[src/rtl/flasher_pkg.sv]
// Shared definitions for the bound_flasher control slice: sequencer state
// encoding, the flasher's idle encoding and the default launch timeout.
package flasher_pkg;

    localparam int unsigned CNT_W_DEF = 4;
    localparam int unsigned GAP_W_DEF = 8;
    localparam int unsigned TMO_DEF   = 4;

    // bound_flasher reports this state encoding when it is not flashing
    localparam logic [1:0] FLASHER_IDLE = 2'b00;

    typedef enum logic [2:0] {
        SEQ_IDLE      = 3'd0,
        SEQ_LAUNCH    = 3'd1,
        SEQ_WAIT_BUSY = 3'd2,
        SEQ_RUN       = 3'd3,
        SEQ_GAP       = 3'd4
    } seq_state_e;

endpackage

[src/rtl/flick_edge_sync.sv]
// Manual button front end: optional 2-flop synchronizer (FLICK_SYNC_EN)
// followed by a rising-edge detector producing a registered one-cycle pulse.
module flick_edge_sync (
    input  logic clk,
    input  logic rst_n,
    input  logic btn,
    output logic btn_pulse
);

    logic btn_s;
    logic prev_q;

`ifdef FLICK_SYNC_EN
    logic [1:0] sync_q;

    // two-stage synchronizer for the asynchronous board button
    always_ff @(posedge clk or negedge rst_n) begin
        if (!rst_n) sync_q <= 2'b00;
        else        sync_q <= {sync_q[0], btn};
    end

    assign btn_s = sync_q[1];
`else
    assign btn_s = btn;
`endif

    // rising-edge detect, pulse registered so it is glitch-free downstream
    always_ff @(posedge clk or negedge rst_n) begin
        if (!rst_n) begin
            prev_q    <= 1'b0;
            btn_pulse <= 1'b0;
        end else begin
            prev_q    <= btn_s;
            btn_pulse <= btn_s & ~prev_q;
        end
    end

endmodule

[src/rtl/flick_sequencer.sv]
// Sequences bound_flasher through a programmed number of flash cycles with
// a programmable gap, and merges the manual button onto the flick line.
// Build option: FLICK_SYNC_EN adds a 2-flop synchronizer on btn.
module flick_sequencer
    import flasher_pkg::*;
#(
    parameter int unsigned CNT_W = CNT_W_DEF,
    parameter int unsigned GAP_W = GAP_W_DEF,
    parameter int unsigned TMO   = TMO_DEF
) (
    input  logic             clk,
    input  logic             rst_n,
    input  logic             btn,
    input  logic             start,
    input  logic             abort,
    input  logic [CNT_W-1:0] auto_count,
    input  logic [GAP_W-1:0] gap_cycles,
    input  logic [1:0]       flasher_state,
    output logic             flick,
    output logic             busy,
    output logic             done,
    output logic             timeout_err,
    output logic [CNT_W-1:0] cycles_done,
    output logic [2:0]       seq_state
);

    localparam int unsigned TMO_W = $clog2(TMO + 1);

    seq_state_e       state_q, state_d;
    logic [CNT_W-1:0] target_q, target_d;
    logic [CNT_W-1:0] count_q, count_d;
    logic [GAP_W-1:0] gap_q, gap_d;
    logic [TMO_W-1:0] tmo_q, tmo_d;
    logic             done_pend_q, done_pend_d;
    logic             tmo_err_d;
    logic             flick_d;
    logic             btn_pulse;
    logic             flasher_idle;

    flick_edge_sync u_edge_sync (
        .clk       (clk),
        .rst_n     (rst_n),
        .btn       (btn),
        .btn_pulse (btn_pulse)
    );

    assign flasher_idle = (flasher_state == FLASHER_IDLE);
    assign cycles_done  = count_q;
    assign seq_state    = state_q;

    // next-state, counters and flick request
    always_comb begin
        state_d     = state_q;
        target_d    = target_q;
        count_d     = count_q;
        gap_d       = gap_q;
        tmo_d       = tmo_q;
        done_pend_d = 1'b0;
        tmo_err_d   = timeout_err;
        flick_d     = 1'b0;

        case (state_q)
            SEQ_IDLE: begin
                if (start) begin
                    if (auto_count != '0) begin
                        target_d  = auto_count;
                        count_d   = '0;
                        tmo_err_d = 1'b0;
                        state_d   = SEQ_LAUNCH;
                    end else begin
                        done_pend_d = 1'b1;
                    end
                end
            end
            SEQ_LAUNCH: begin
                flick_d = 1'b1;
                tmo_d   = TMO_W'(TMO);
                state_d = SEQ_WAIT_BUSY;
            end
            SEQ_WAIT_BUSY: begin
                if (!flasher_idle) begin
                    state_d = SEQ_RUN;
                end else if (tmo_q == '0) begin
                    tmo_err_d = 1'b1;
                    state_d   = SEQ_IDLE;
                end else begin
                    tmo_d = tmo_q - TMO_W'(1);
                end
            end
            SEQ_RUN: begin
                if (flasher_idle) begin
                    count_d = count_q + CNT_W'(1);
                    if (count_d == target_q) begin
                        done_pend_d = 1'b1;
                        state_d     = SEQ_IDLE;
                    end else begin
                        gap_d   = gap_cycles;
                        state_d = SEQ_GAP;
                    end
                end
            end
            SEQ_GAP: begin
                if (gap_q == '0) state_d = SEQ_LAUNCH;
                else             gap_d   = gap_q - GAP_W'(1);
            end
            default: state_d = SEQ_IDLE;
        endcase

        // manual kick only where it cannot disturb a launch handshake
        if (btn_pulse && (state_q == SEQ_IDLE || state_q == SEQ_RUN)) begin
            flick_d = 1'b1;
        end

        // abort overrides everything and keeps the completed count
        if (abort) begin
            state_d     = SEQ_IDLE;
            target_d    = target_q;
            count_d     = count_q;
            gap_d       = gap_q;
            tmo_d       = tmo_q;
            done_pend_d = 1'b0;
            tmo_err_d   = timeout_err;
            flick_d     = 1'b0;
        end
    end

    // state, counters and registered outputs
    always_ff @(posedge clk or negedge rst_n) begin
        if (!rst_n) begin
            state_q     <= SEQ_IDLE;
            target_q    <= '0;
            count_q     <= '0;
            gap_q       <= '0;
            tmo_q       <= '0;
            done_pend_q <= 1'b0;
            done        <= 1'b0;
            timeout_err <= 1'b0;
            flick       <= 1'b0;
            busy        <= 1'b0;
        end else begin
            state_q     <= state_d;
            target_q    <= target_d;
            count_q     <= count_d;
            gap_q       <= gap_d;
            tmo_q       <= tmo_d;
            done_pend_q <= done_pend_d;
            done        <= done_pend_q;
            timeout_err <= tmo_err_d;
            flick       <= flick_d;
            busy        <= (state_d != SEQ_IDLE);
        end
    end

endmodule

[config.mk]
export PLATFORM = sky130hd
export DESIGN_NAME = flick_sequencer
export DESIGN_NICKNAME = d
export VERILOG_FILES = /design/src/rtl/flasher_pkg.sv /design/src/rtl/flick_edge_sync.sv /design/src/rtl/flick_sequencer.sv
export SDC_FILE = /design/constraint.sdc
export NUM_CORES = 1
export LEC_CHECK = 0
export BUFFER_PORTS_ARGS = -buffer_cell sky130_fd_sc_hd__clkbuf_2
export CAP_MARGIN = 20
export CORE_ASPECT_RATIO = 0.6
export CORE_MARGIN = 1.5
export CORE_UTILIZATION = 50
export DETAILED_ROUTE_END_ITERATION = 12
export PLACE_DENSITY = 0.72
export SLEW_MARGIN = 40
export SYNTH_ARGS = -nofsm -noshare
export SYNTH_HDL_FRONTEND = slang
export SYNTH_SLANG_ARGS = --single-unit
[constraint.sdc]
create_clock -name clk -period 2.7 [get_ports clk]
set_input_delay 0.54 -clock clk [delete_from_list [all_inputs] [get_ports clk]]
set_output_delay 0.54 -clock clk [all_outputs]
set_load 0.005 [all_outputs]
# [Yosys cells after proc, flatten, opt, wreduce, memory -nomap -nowiden]
# Index checks and enable logic that the tools add are counted.
[word_totals] reg_bits=29 in_bits=19 word_cells=82
[op_classes] add_sub_neg=3 n_eq_ne=13 n_mux=34 bitwise_logic=3 reduce_logical=17
[op_table] cell="$mux W3" n=10
[op_table] cell="$mux W8" n=3
[op_table] cell="$ne A2 B2 Y1 const B" n=8
[op_table] cell="$pmux W8 S2" n=1
[op_table] cell="$pmux W3 S5" n=1
[op_table] cell="$mux W1" n=12
[op_table] cell="$mux W4" n=3
[op_table] cell="$reduce_and A5 Y1" n=2
[op_table] cell="$logic_not A8 Y1" n=1
[op_table] cell="$pmux W4 S2" n=1
[op_table] cell="$reduce_and A4 Y1" n=2
[op_table] cell="$reduce_bool A2 Y1" n=4
[op_table] cell="$sub A8 B1 Y8 const B" n=1
[op_table] cell="$eq A3 B2 Y1 const B" n=2
[op_table] cell="$logic_not A3 Y1" n=2
[op_table] cell="$pmux W3 S2" n=1
[op_table] cell="$reduce_and A6 Y1" n=1
[op_table] cell="$add A4 B1 Y4 const B" n=1
[op_table] cell="$eq A4 B4 Y1" n=1
[op_table] cell="$pmux W1 S2" n=2
[op_table] cell="$reduce_bool A4 Y1" n=1
[op_table] cell="$eq A3 B1 Y1 const B" n=1
[op_table] cell="$eq A3 B3 Y1 const B" n=1
[op_table] cell="$reduce_bool A3 Y1" n=1
[op_table] cell="6 further kinds" n=7

# [Longest topological paths before layout]
# Gate-level depths: netlist (run 1).
[logic_depth] depth_word=7 ltp_mapped=8 depth_no_buf=8

# [Modules after synthesis]
# A second synthesis (run 1) with hierarchy kept.
[unflattened] cells_unflattened=165 hier_area_um2=1647.8
[modules_own_cells] module="flick_sequencer" n_inst=1 cells_per_inst=162 area_per_inst_um2=1584.0 seq_area_each_um2=675.6
[modules_own_cells] module="flick_edge_sync" n_inst=1 cells_per_inst=3 area_per_inst_um2=63.8 seq_area_each_um2=50.0

# [Worst setup path before layout (run 1)]
# No wires, ideal clock.
[synth_path] path_kind="in2reg" startpoint="input port flasher_state[0]" endpoint="register gap_q[1]" setup_time_ns=0.125 t_arrival_ns=1.933 setup_slack_ns=0.642 path_stages=6 cell_sequence="nand4bb_2 -> or3_4 -> a41o_4 -> and2_4 -> inv_6 -> mux2_4"
[synth_between] elab_chain_len=3
[synth_lines] element="from (decl)" line_no="flick_sequencer.sv:18" source="input logic [1:0] flasher_state,"
[synth_lines] element="$logic_not A2 Y1" line_no="flick_sequencer.sv:47" source="assign flasher_idle = (flasher_state == FLASHER_IDLE);"
[synth_lines] element="$ne A2 B2 Y1 (no source line)"
[synth_lines] element="$reduce_and A5 Y1 (no source line)"
[synth_lines] element="to (signal assigned)" line_no="flick_sequencer.sv:144" source="gap_q <= gap_d;"
[synth_lines] element="to (decl)" line_no="flick_sequencer.sv:32" source="logic [GAP_W-1:0] gap_q, gap_d;"
# Every way passes these cells.
# A chain may end at the register's enable or synchronous reset.

# [Worst setup path in the final report (run 1)]
[layout_path] startpoint="register state_q[0] (netlist: seq_state[0])" endpoint="register gap_q[1]"
[layout_between] elab_chain_len=3 elab_cells_between_ends=8 classes_between="eq/ne (5); mux (1); reduce/logical (2)"
[layout_lines] element="from (decl)" line_no="flick_sequencer.sv:29" source="seq_state_e state_q, state_d;"
[layout_lines] element="from (signal assigned)" line_no="flick_sequencer.sv:141" source="state_q <= state_d;"
[layout_lines] element="$eq A3 B3 Y1 or $eq A3 B2 Y1 (tied branches)" line_no="flick_sequencer.sv:62" source="case (state_q)"
[layout_lines] element="$ne A2 B2 Y1 (no source line) or $reduce_bool A2 Y1 (tied branches)"
[layout_lines] element="$reduce_and A5 Y1 (no source line)"
# Parallel ways exist; a longest one is shown, timed or not.

==> impl_metrics.env, run 1 <==
export IMPL_status="completed"
export IMPL_regToRegEndpoint="gap_q[1]"
export IMPL_multi_input_area_um2=820
export IMPL_startpoint_type="flip-flop"
export IMPL_ys_seq_elements=29
export IMPL_max_clock_freq_mhz=463
export IMPL_post_synth_instance_area_mm2=0.00160
export IMPL_post_synth_inst_count=165
export IMPL_leading_cell_type_by_number_of_instances_after_synthesis="dfrtp_1"
export IMPL_dr_total_vias=1346
export IMPL_finalWorstPathRequiredPeriod_ns=2.16
export IMPL_clkLatencyLatePin_ns=0.29
export IMPL_criticalPathCategory="reg -> reg"
export IMPL_route_antenna_remaining_nets=0
export IMPL_post_route_period_util_pct=80.0
export IMPL_die_h_um=46.8
export IMPL_dp_cells=232
export IMPL_cp_cell_sequence="nor2_1 > and2_0 > buf_4 > nand3_1 > and2_4 > inv_6 > mux2_4"
export IMPL_via_per_inst=5.61
export IMPL_hpwlAfterDp_mm=2.70
export IMPL_sequential_area_share_after_synthesis_pct=45.4
export IMPL_post_route_cells_drive_above_1_share_pct=26.3
export IMPL_synth_edf_count=0
export IMPL_hold_viol_final=0
export IMPL_synth_mux_area_fraction_pct=3.76
export IMPL_setup_tns_after_final_layout_ns=0
export IMPL_core_area_mm2=0.00295
export IMPL_worstRegToRegCells=7
export IMPL_tritoncts_num_buffers=5
export IMPL_synth_net_count=189
export IMPL_via_count_of_the_first_global_routing_pass=1180
export IMPL_initial_core_utilization_pct=54.3
export IMPL_dr_first_iter_drc_count=83
export IMPL_post_route_drc_count=0
export IMPL_layout_cells_non_filler=240
export IMPL_post_synth_and_or_nand_nor_area_fraction_pct=20.9
export IMPL_ys_top_cells_by_area="dfrtp_1 45%, o21ai_0 4.1%, ha_1 3.9%, nand2_1 3.5%, a21oi_1 3.4%"
export IMPL_yosys_warnings=0
export IMPL_area_of_all_sequential_standard_cells_um2=726
export IMPL_boundaryPins=30
export IMPL_number_of_resized_instances_in_the_post_cts_repair_step=0
export IMPL_filler_cell_count=253
export IMPL_ctsLongestPathBuffers=2
export IMPL_synth_top_family_by_area="simple AND/OR/NAND/NOR gates"
export IMPL_clkTransAtPathRegs_ns=0.06
export IMPL_clock_sinks=29
export IMPL_synthAdderAreaFrac_pct=3.91
export IMPL_antennaDiodeCount=0
export IMPL_post_cts_hold_buffers=0
export IMPL_synthDominantAreaCellType="dfrtp_1"
export IMPL_grt_setup_unrepaired="false"
export IMPL_synth_avg_cell_area_um2=9.69
export IMPL_routed_length_per_placed_instance_um=14.8
export IMPL_critPathCaptureType="flip-flop"
export IMPL_clockRootBuffer="clkbuf_8"
export IMPL_drv_slew=0
export IMPL_top_ff_cell_synth="dfrtp_1"
export IMPL_maxCapViolations=0
export IMPL_power_leakage_nw=0.864
export IMPL_grt_pass1_wl_mm=5.79
export IMPL_cts_htree_levels=2
export IMPL_synthTopCellsByCount="29 x dfrtp_1, 15 x nand2_1, 13 x o21ai_0, 11 x a21oi_1, 10 x nor2_1"
export IMPL_synthDominantCellAreaShare_pct=45.4
export IMPL_globalRoute_totalOverflow=0
export IMPL_critical_path_max_stage_delay_ns=0.46
export IMPL_dieWidth_um=76.0
export IMPL_synth_compound_area_share_pct=19.4
export IMPL_fin_nets=221
export IMPL_setup_reg_to_reg_worst_slack_ns=0.54
export IMPL_worstPathBufferInverterCount=2
export IMPL_synth_distinct_cells=45
export IMPL_crit_fanout=14
export IMPL_slowest_stage="dfrtp_1"
export IMPL_drt_first_pass_iters=4
export IMPL_p_per_cell_area_mw_per_mm2=692
export IMPL_setup_violations_final=0
export IMPL_ir_worst_vdd_v=0.000368
export IMPL_place_port_buffers=29
export IMPL_post_synth_xor_area_fraction_pct=3.29
export IMPL_track_usage_pct=22.2
export IMPL_grt_max_degree=30
export IMPL_rr_startpoint="seq_state[0]"
export IMPL_cpLargestDelayFamily="simple AND/OR/NAND/NOR gates"
export IMPL_totalWireLength_mm=3.55
export IMPL_placement_rows=15
export IMPL_slew_headroom_pct=53.3
export IMPL_post_cts_setup_buffers=0
export IMPL_clock_skew_final_ns=0.00898
export IMPL_grt_antenna_before_repair=0
export IMPL_tritoncts="built"
export IMPL_crit_path_required_time_ns=2.87
export IMPL_async_flop_share_pct=100
export IMPL_die_area_mm2=0.00356
export IMPL_worst_hold_class="in -> async"
export IMPL_area_delta_synth_final_pct=16.8
export IMPL_cp_data_arrival_time_ns=2.33
export IMPL_timing_worst_slew_pin_value_ns=0.700
export IMPL_globalplace_congestion=0.850
==> state kept, by name (all words and copies together), names as in the netlist <==
signal and flops:
u_edge_sync.prev_q 1, flick 1, timeout_err 1, done_pend_q 1
seq_state 3, busy 1, gap_q 8, tmo_q 3
target_q 4, u_edge_sync.btn_pulse 1, cycles_done 4, done 1
==> logic make-up (layout without fill, tap and decap cells) <==
family,Yosys count,in the layout
mux,5,5
simple gates,62,62
flops,29,29
xor+xnor,6,6
fa+ha+maj,5,5
buf+inv,13,46
compound gates,45,45
==> worst max-delay path by stage <==
| stage | start | to | slack [ns] | depth (start not counted) |
|---|---|---|---|---|
| after detailed placement | flasher_state[0] | gap_q[1] | 0.43 | 7 |
| after floorplan | flasher_state[0] | gap_q[1] | 0.64 | 6 |
| after global routing | seq_state[0] | gap_q[1] | 0.46 | 7 |
| after CTS | seq_state[0] | gap_q[1] | 0.57 | 7 |
| final | seq_state[0] | gap_q[1] | 0.54 | 7 |
| after global placement | flasher_state[0] | gap_q[1] | 0.47 | 7 |
==> layer usage <==
layer | routed length [um] | global-route usage, % | up-vias
li1 | - | - | 665
met1 | 1910 | 32.9 | 625
met2 | 1370 | 30.5 | 49
met3 | 230 | 6.99 | 7
met4 | 38 | 8.89 | 0
met5 | 0 | 0 | -
==> area by class of cell <==
class | count | area share [%]
multi-input cells | 123 | 43.9
flip-flops and latches | 29 | 38.8
repair buffers | 30 | 8.17
clock buffers | 6 | 3.88
well taps | 42 | 2.81
inverters | 8 | 1.88
clock inverters | 2 | 0.536
==> stage by stage <==
step / setup WS (ns) / hold WS, ns / utilization [%] / power, W / area [um^2]
floorplan: 0.642 / 0.244 / - / 0.000839 / 1600
global placement: 0.474 / 0.334 / 60.6 / 0.000944 / 1790
detailed placement: 0.427 / 0.342 / 60.6 / 0.000955 / 1790
CTS: 0.574 / 0.320 / 63.4 / 0.00130 / 1870
global route: 0.457 / 0.347 / 63.4 / 0.00138 / 1870
finish: 0.541 / 0.291 / 63.4 / 0.00129 / 1870
==> cell usage in the layout (no fill, tap or decap), types with 2 or more instances in the layout <==
cell type and count:
dfrtp_1 29, clkbuf_2 29, nand2_1 15, o21ai_0 13, a21oi_1 11, nor2_1 10
nand3_1 9, inv_1 7, nor3_1 5, ha_1 5, clkbuf_8 5, xnor2_1 4
a2bb2oi_1 4, mux2_2 4, or2_2 3, nor4_1 3, nand2b_1 2, or4_1 2
nor3b_1 2, xor2_1 2, nand4_1 2, o32a_1 2, o22ai_1 2, a22oi_1 2
clkinv_2 2
==> power breakdown <==
| part | switching, W | internal, W | total [W] |
|---|---|---|---|
| logic | 0.000180 | 0.000159 | 0.000339 |
| registers | 0.0000946 | 0.000520 | 0.000615 |
| clock network | 0.000161 | 0.000178 | 0.000339 |
Note: power is estimated with default switching activity, not from simulation.
==> run 2, diff against run 1 <==
--- a/config.mk
+++ b/config.mk
@@ -5,6 +5,7 @@
 export SDC_FILE = /design/constraint.sdc
 export NUM_CORES = 1
 export LEC_CHECK = 0
+export ABC_AREA = 1
 export BUFFER_PORTS_ARGS = -buffer_cell sky130_fd_sc_hd__clkbuf_2
 export CAP_MARGIN = 20
 export CORE_ASPECT_RATIO = 0.6
==> constraint.sdc (replaced) <==
create_clock -name clk -period 2.2 [get_ports clk]
set_input_delay 0.44 -clock clk [delete_from_list [all_inputs] [get_ports clk]]
set_output_delay 0.44 -clock clk [all_outputs]
set_load 0.005 [all_outputs]
==> impl_metrics.env, run 2 <==
export IMPL_status="completed"
export IMPL_maxCapViolations=0
export IMPL_cp_cell_sequence="ha_1 > xnor2_1 > nand2_1 > nor2_1 > nand3_2 > nand2_4 > nand3_1"
export IMPL_post_route_period_util_pct=84.2
export IMPL_setup_reg_to_reg_worst_slack_ns=0.35
export IMPL_fin_util_pct=60.9
export IMPL_clockRootBuffer="clkbuf_8"
export IMPL_number_of_resized_instances_in_the_post_cts_repair_step=0
export IMPL_leading_cell_type_by_number_of_instances_after_synthesis="nand2_1"
export IMPL_globalplace_congestion=0.854
export IMPL_post_synth_inst_count=231
export IMPL_fin_nets=291
export IMPL_slowest_stage="dfrtp_1"
export IMPL_worst_hold_class="in -> async"
export IMPL_slew_headroom_pct=57.8
export IMPL_synthTopCellsByCount="73 x nand2_1, 34 x nand3_1, 33 x inv_1, 29 x dfrtp_1"
export IMPL_routed_length_per_placed_instance_um=11.6
export IMPL_max_clock_freq_mhz=540
export IMPL_track_usage_pct=21.5
export IMPL_drv_slew=0
export IMPL_layout_cells_most_common="nand2_1"
export IMPL_grt_max_degree=30
export IMPL_core_area_mm2=0.00324
export IMPL_hpwlAfterDp_mm=2.82
export IMPL_tritoncts_num_buffers=5
export IMPL_grt_pass1_wl_mm=5.87
export IMPL_ir_worst_vdd_v=0.000488
export IMPL_globalRoute_totalOverflow=0
export IMPL_via_count_of_the_first_global_routing_pass=1263
export IMPL_clkLatencyLatePin_ns=0.28
export IMPL_synth_edf_count=0
export IMPL_finalWorstPathRequiredPeriod_ns=1.85
export IMPL_totalWireLength_mm=3.63
export IMPL_top_ff_cell_synth="dfrtp_1"
export IMPL_place_port_buffers=29
export IMPL_dieWidth_um=78.0
export IMPL_die_h_um=48.0
export IMPL_ys_seq_elements=29
export IMPL_timing_worst_slew_pin_value_ns=0.632
export IMPL_yosys_warnings=0
export IMPL_synthDominantAreaCellType="dfrtp_1"
export IMPL_area_delta_synth_final_pct=17.1
export IMPL_crit_path_required_time_ns=2.35
export IMPL_setup_tns_after_final_layout_ns=0
export IMPL_grt_setup_unrepaired="false"
export IMPL_fin_worst_setup_slack_ns=0.348
export IMPL_cts_htree_levels=2
export IMPL_post_cts_setup_buffers=0
export IMPL_route_antenna_remaining_nets=0
export IMPL_tritoncts="built"
export IMPL_criticalPathCategory="reg -> reg"
export IMPL_cp_data_arrival_time_ns=2.01
export IMPL_largest_register_ffs=8
export IMPL_top_register="gap_q"
export IMPL_async_flop_share_pct=100
export IMPL_startpoint_type="flip-flop"
export IMPL_clkTransAtPathRegs_ns=0.07
export IMPL_most_common_layout_cells="73 x nand2_1, 34 x nand3_1, 33 x inv_1"
export IMPL_initial_core_utilization_pct=52.0
export IMPL_drt_first_pass_iters=4
export IMPL_synth_distinct_cells=24
export IMPL_sequential_area_share_after_synthesis_pct=43.0
export IMPL_power_leakage_nw=1.07
export IMPL_synth_avg_cell_area_um2=7.30
export IMPL_p_per_cell_area_mw_per_mm2=1060
export IMPL_post_route_drc_count=0
export IMPL_place_ws_ns=0.360
export IMPL_clock_sinks=29
export IMPL_clock_skew_final_ns=0.00894
export IMPL_hold_viol_final=0
export IMPL_dr_total_vias=1557
export IMPL_die_area_mm2=0.00374
export IMPL_placement_rows=16
export IMPL_critical_path_max_stage_delay_ns=0.44
export IMPL_post_route_cells_drive_above_1_share_pct=16.9
export IMPL_ctsLongestPathBuffers=2
export IMPL_synth_net_count=255
export IMPL_grt_antenna_before_repair=0
export IMPL_via_per_inst=4.99
export IMPL_antennaDiodeCount=0
export IMPL_synthDominantCellAreaShare_pct=43.0
export IMPL_crit_fanout=10
export IMPL_critPathCaptureType="flip-flop"
export IMPL_setup_violations_final=0
export IMPL_boundaryPins=30
export IMPL_dr_first_iter_drc_count=150
export IMPL_post_cts_hold_buffers=0
export IMPL_ys_top_cells_by_area="dfrtp_1 43%, nand2_1 16%, nand3_1 10%, inv_1 7.3%, o21ai_0 4.2%"
export IMPL_post_synth_instance_area_mm2=0.00169
## run 2: final cells by class
cell class                      instances  area, um^2
Fill cell                             320        1270
Multi-Input combinational cell        165         822
Sequential cell                        29         726
Timing Repair Buffer                   29         145
Inverter                               37         139
Clock buffer                            7        86.3
Tap cell                               45        56.3
## run 2: kinds of logic (layout without fill, tap and decap cells)
family	after synthesis	in the layout	synth area share [%]
simple gates	133	133	35.5
buf+inv	37	73	8.23
flops	29	29	43.0
compound gates	26	26	9.05
fa+ha+maj	5	5	3.71
xor+xnor	1	1	0.519
## run 2: per-stage QoR
step / hold WS (ns) / instance area, um^2 / std cells / power (W)
floorplan: 0.144 / 1690 / 231 / 0.00142
global placement: 0.336 / 1890 / 305 / 0.00164
detailed placement: 0.335 / 1890 / 305 / 0.00166
CTS: 0.227 / 1970 / 312 / 0.00211
global route: 0.239 / 1970 / 312 / 0.00229
finish: 0.174 / 1970 / 312 / 0.00210
## run 2: layer usage
metal	track usage (%)	up-vias	share of wire, %
met1	33.4	692	53
met4	5.36	0	0.52
met5	0	-	0
met2	29.2	48	40
met3	5.71	4	6.4
li1	-	813	-
## run 2: power by group
part           leakage, nW  switching [W]  internal (W)
clock network       0.0443       0.000198      0.000248
registers            0.378       0.000138      0.000696
logic                0.649       0.000523      0.000299
total                 1.07       0.000859       0.00124
## run 2: critical path: cells and delay by family (launching register included)
| family | cells | cell delay (ns) |
|---|---|---|
| xor+xnor | 1 | 0.18 |
| fa+ha+maj | 1 | 0.35 |
| flops | 1 | 0.44 |
| simple gates | 5 | 0.75 |
## run 2: worst paths after layout
path                                start  cells past startpoint            endpoint
max                        cycles_done[0]                      7                busy
min                                 rst_n                      1      cycles_done[2]
max reg2reg                cycles_done[0]                      7                busy
min reg2reg                   done_pend_q                      0                done
max in group asynchronous           rst_n                      1            gap_q[7]
min in group clk                      btn                      1  u_edge_sync.prev_q
==> run 3, diff against run 2 <==
--- a/config.mk
+++ b/config.mk
@@ -5,14 +5,14 @@
 export SDC_FILE = /design/constraint.sdc
 export NUM_CORES = 1
 export LEC_CHECK = 0
-export ABC_AREA = 1
+export ABC_AREA = 0
 export BUFFER_PORTS_ARGS = -buffer_cell sky130_fd_sc_hd__clkbuf_2
 export CAP_MARGIN = 20
 export CORE_ASPECT_RATIO = 0.6
 export CORE_MARGIN = 1.5
-export CORE_UTILIZATION = 50
+export CORE_UTILIZATION = 49
 export DETAILED_ROUTE_END_ITERATION = 12
-export PLACE_DENSITY = 0.72
+export PLACE_DENSITY = 0.74
 export SLEW_MARGIN = 40
 export SYNTH_ARGS = -nofsm -noshare
 export SYNTH_HDL_FRONTEND = slang
==> constraint.sdc (replaced) <==
create_clock -name clk -period 1.6 [get_ports clk]
set_input_delay 0.32 -clock clk [delete_from_list [all_inputs] [get_ports clk]]
set_output_delay 0.32 -clock clk [all_outputs]
set_load 0.005 [all_outputs]
==> impl_metrics.env, run 3 (synthesis gave the netlist of run 1 again) <==
export IMPL_tritoncts="built"
export IMPL_hpwlAfterDp_mm=3.57
export IMPL_via_per_inst=6.59
export IMPL_grt_max_degree=16
export IMPL_fin_worst_setup_slack_ns=-0.213
export IMPL_p_int_w=0.00196
export IMPL_globalplace_congestion=0.917
export IMPL_post_route_drc_count=0
export IMPL_p_per_cell_area_mw_per_mm2=1170
export IMPL_layout_cells_most_common="buf_4"
export IMPL_track_usage_pct=35.9
export IMPL_most_common_layout_cells="51 x buf_4, 29 x clkbuf_2, 25 x dfrtp_1"
export IMPL_dr_first_iter_drc_count=198
export IMPL_clock_sinks=29
export IMPL_worst_hold_class="in -> reg"
export IMPL_globalRoute_totalOverflow=0
export IMPL_place_port_buffers=29
export IMPL_grt_pass1_wl_mm=9.30
export IMPL_post_route_period_util_pct=113
export IMPL_criticalPathCategory="reg -> reg"
export IMPL_hold_viol_final=0
export IMPL_power_leakage_nw=1.22
export IMPL_switchingPower_w=0.00114
export IMPL_comb_power_share_pct=42.9
export IMPL_totalWireLength_mm=6.88
export IMPL_initial_core_utilization_pct=53.6
export IMPL_die_area_mm2=0.00363
export IMPL_area_delta_synth_final_pct=65.7
export IMPL_ir_worst_vdd_v=0.00136
export IMPL_post_route_cells_drive_above_1_share_pct=59.8
export IMPL_dr_total_vias=1965
export IMPL_cts_htree_levels=2
export IMPL_status="finished, violations left"
export IMPL_route_antenna_remaining_nets=0
export IMPL_largest_register_ffs=8
export IMPL_ctsLongestPathBuffers=2
export IMPL_critPathCaptureType="flip-flop"
export IMPL_clock_skew_final_ns=0.00543
export IMPL_place_ws_ns=-0.271
export IMPL_timing_worst_slew_pin_value_ns=0.576
export IMPL_cp_data_arrival_time_ns=1.99
export IMPL_max_clock_freq_mhz=552
export IMPL_routed_length_per_placed_instance_um=23.1
export IMPL_layout_cells_non_filler=298
export IMPL_top_register="gap_q"
export IMPL_crit_path_required_time_ns=1.78
export IMPL_pwr_share_seq_pct=34.6
export IMPL_failing_checks="negative setup slack"
export IMPL_startpoint_type="flip-flop"
export IMPL_die_h_um=47.3
export IMPL_drv_slew=0
export IMPL_finalWorstPathRequiredPeriod_ns=1.81
export IMPL_crit_fanout=3
export IMPL_grt_setup_unrepaired="true"
export IMPL_clockRootBuffer="clkbuf_8"
export IMPL_via_count_of_the_first_global_routing_pass=1784
export IMPL_dp_cells=274
export IMPL_grt_antenna_before_repair=0
export IMPL_setup_violations_final=22
export IMPL_antennaDiodeCount=0
export IMPL_drt_first_pass_iters=7
export IMPL_slew_headroom_pct=61.3
export IMPL_clkLatencyLatePin_ns=0.29
export IMPL_boundaryPins=30
export IMPL_tritoncts_num_buffers=5
export IMPL_fin_nets=279
export IMPL_core_area_mm2=0.00298
export IMPL_p_clk_share_pct=22.5
export IMPL_switching_share_pct=36.9
export IMPL_placement_rows=15
export IMPL_maxCapViolations=0
export IMPL_dieWidth_um=76.8
export IMPL_clkTransAtPathRegs_ns=0.07
## run 3: cell types whose count changed in the layout (fill, tap and decap cells not counted), moves of 4 or more
cell       previous run  this run
a21oi_2               0         6
buf_4                 0        51
o21ai_0              14         9
a2bb2oi_2             0         4
nand3_1              34         7
buf_6                 0         6
inv_1                33         5
nor2_1               14         8
mux2_2                0         4
nand2_1              73        13
dfrtp_2               0         4
dfrtp_1              29        25
## run 3: what timing repair did
item,in CTS,in global routing
pin swaps,12,9
endpoints found under the setup margin,18,21
buffers inserted,12,3
endpoints found under the hold margin,14,0
gates resized for setup,28,31
hold buffers,1,0
## run 3: metrics by stage
| stage | total power [W] | hold slack [ns] | utilization, % | setup TNS, ns | area [um^2] |
|---|---|---|---|---|---|
| after global routing | 0.00318 | 0.150 | 88.8 | -2.30 | 2650 |
| after CTS | 0.00277 | 0.152 | 83.6 | -1.03 | 2500 |
| after detailed placement | 0.00189 | 0.269 | 72.3 | -3.58 | 2160 |
| after global placement | 0.00182 | 0.258 | 72.3 | -2.28 | 2160 |
| after floorplan | 0.00143 | 0.0244 | - | -0.487 | 1650 |
| final | 0.00310 | 0.148 | 88.8 | -1.88 | 2650 |
## run 3: power by group through the flow
stage	combinational, W	clock, W	sequential [W]
after floorplan	0.000431	0	0.00100
after global placement	0.000825	0	0.000993
after detailed placement	0.000886	0	0.00100
after CTS	0.00108	0.000678	0.00102
after global routing	0.00138	0.000716	0.00108
final	0.00133	0.000697	0.00107
## run 3: final timing paths
path	cells after the start	slack, ns	end	startpoint
max in group asynchronous	3	0.65	seq_state[0]	rst_n
hold reg to reg	0	0.35	done	done_pend_q
hold / removal	1	0.15	u_edge_sync.prev_q	btn
setup / recovery	6	-0.21	gap_q[1]	seq_state[1]
setup reg to reg	6	-0.21	gap_q[1]	seq_state[1]
min in group asynchronous	2	0.50	cycles_done[0]	rst_n
## run 3: final cells by class
cell class	instances	area, um^2
Clock buffer	7	96.3
Clock inverter	1	5.00
Fill cell	126	334
Inverter	8	35.0
Multi-Input combinational cell	123	1100
Sequential cell	29	731
Tap cell	42	52.6
Timing Repair Buffer	88	626
## run 3: routing by layer
layer / share of wire, % / GRT usage [%]
met5: 0 / 0
met3: 12 / 11.3
met1: 37 / 42.4
met2: 45 / 63.2
met4: 6.7 / 17.0
## run 3: worst max-delay path, stage by stage, from the launching register on
cell	delay [ns]
dfrtp_2	0.42
nand4bb_4	0.14
or3_4	0.35
a41o_4	0.25
and2_4	0.16
inv_6	0.07
mux2_4	0.31
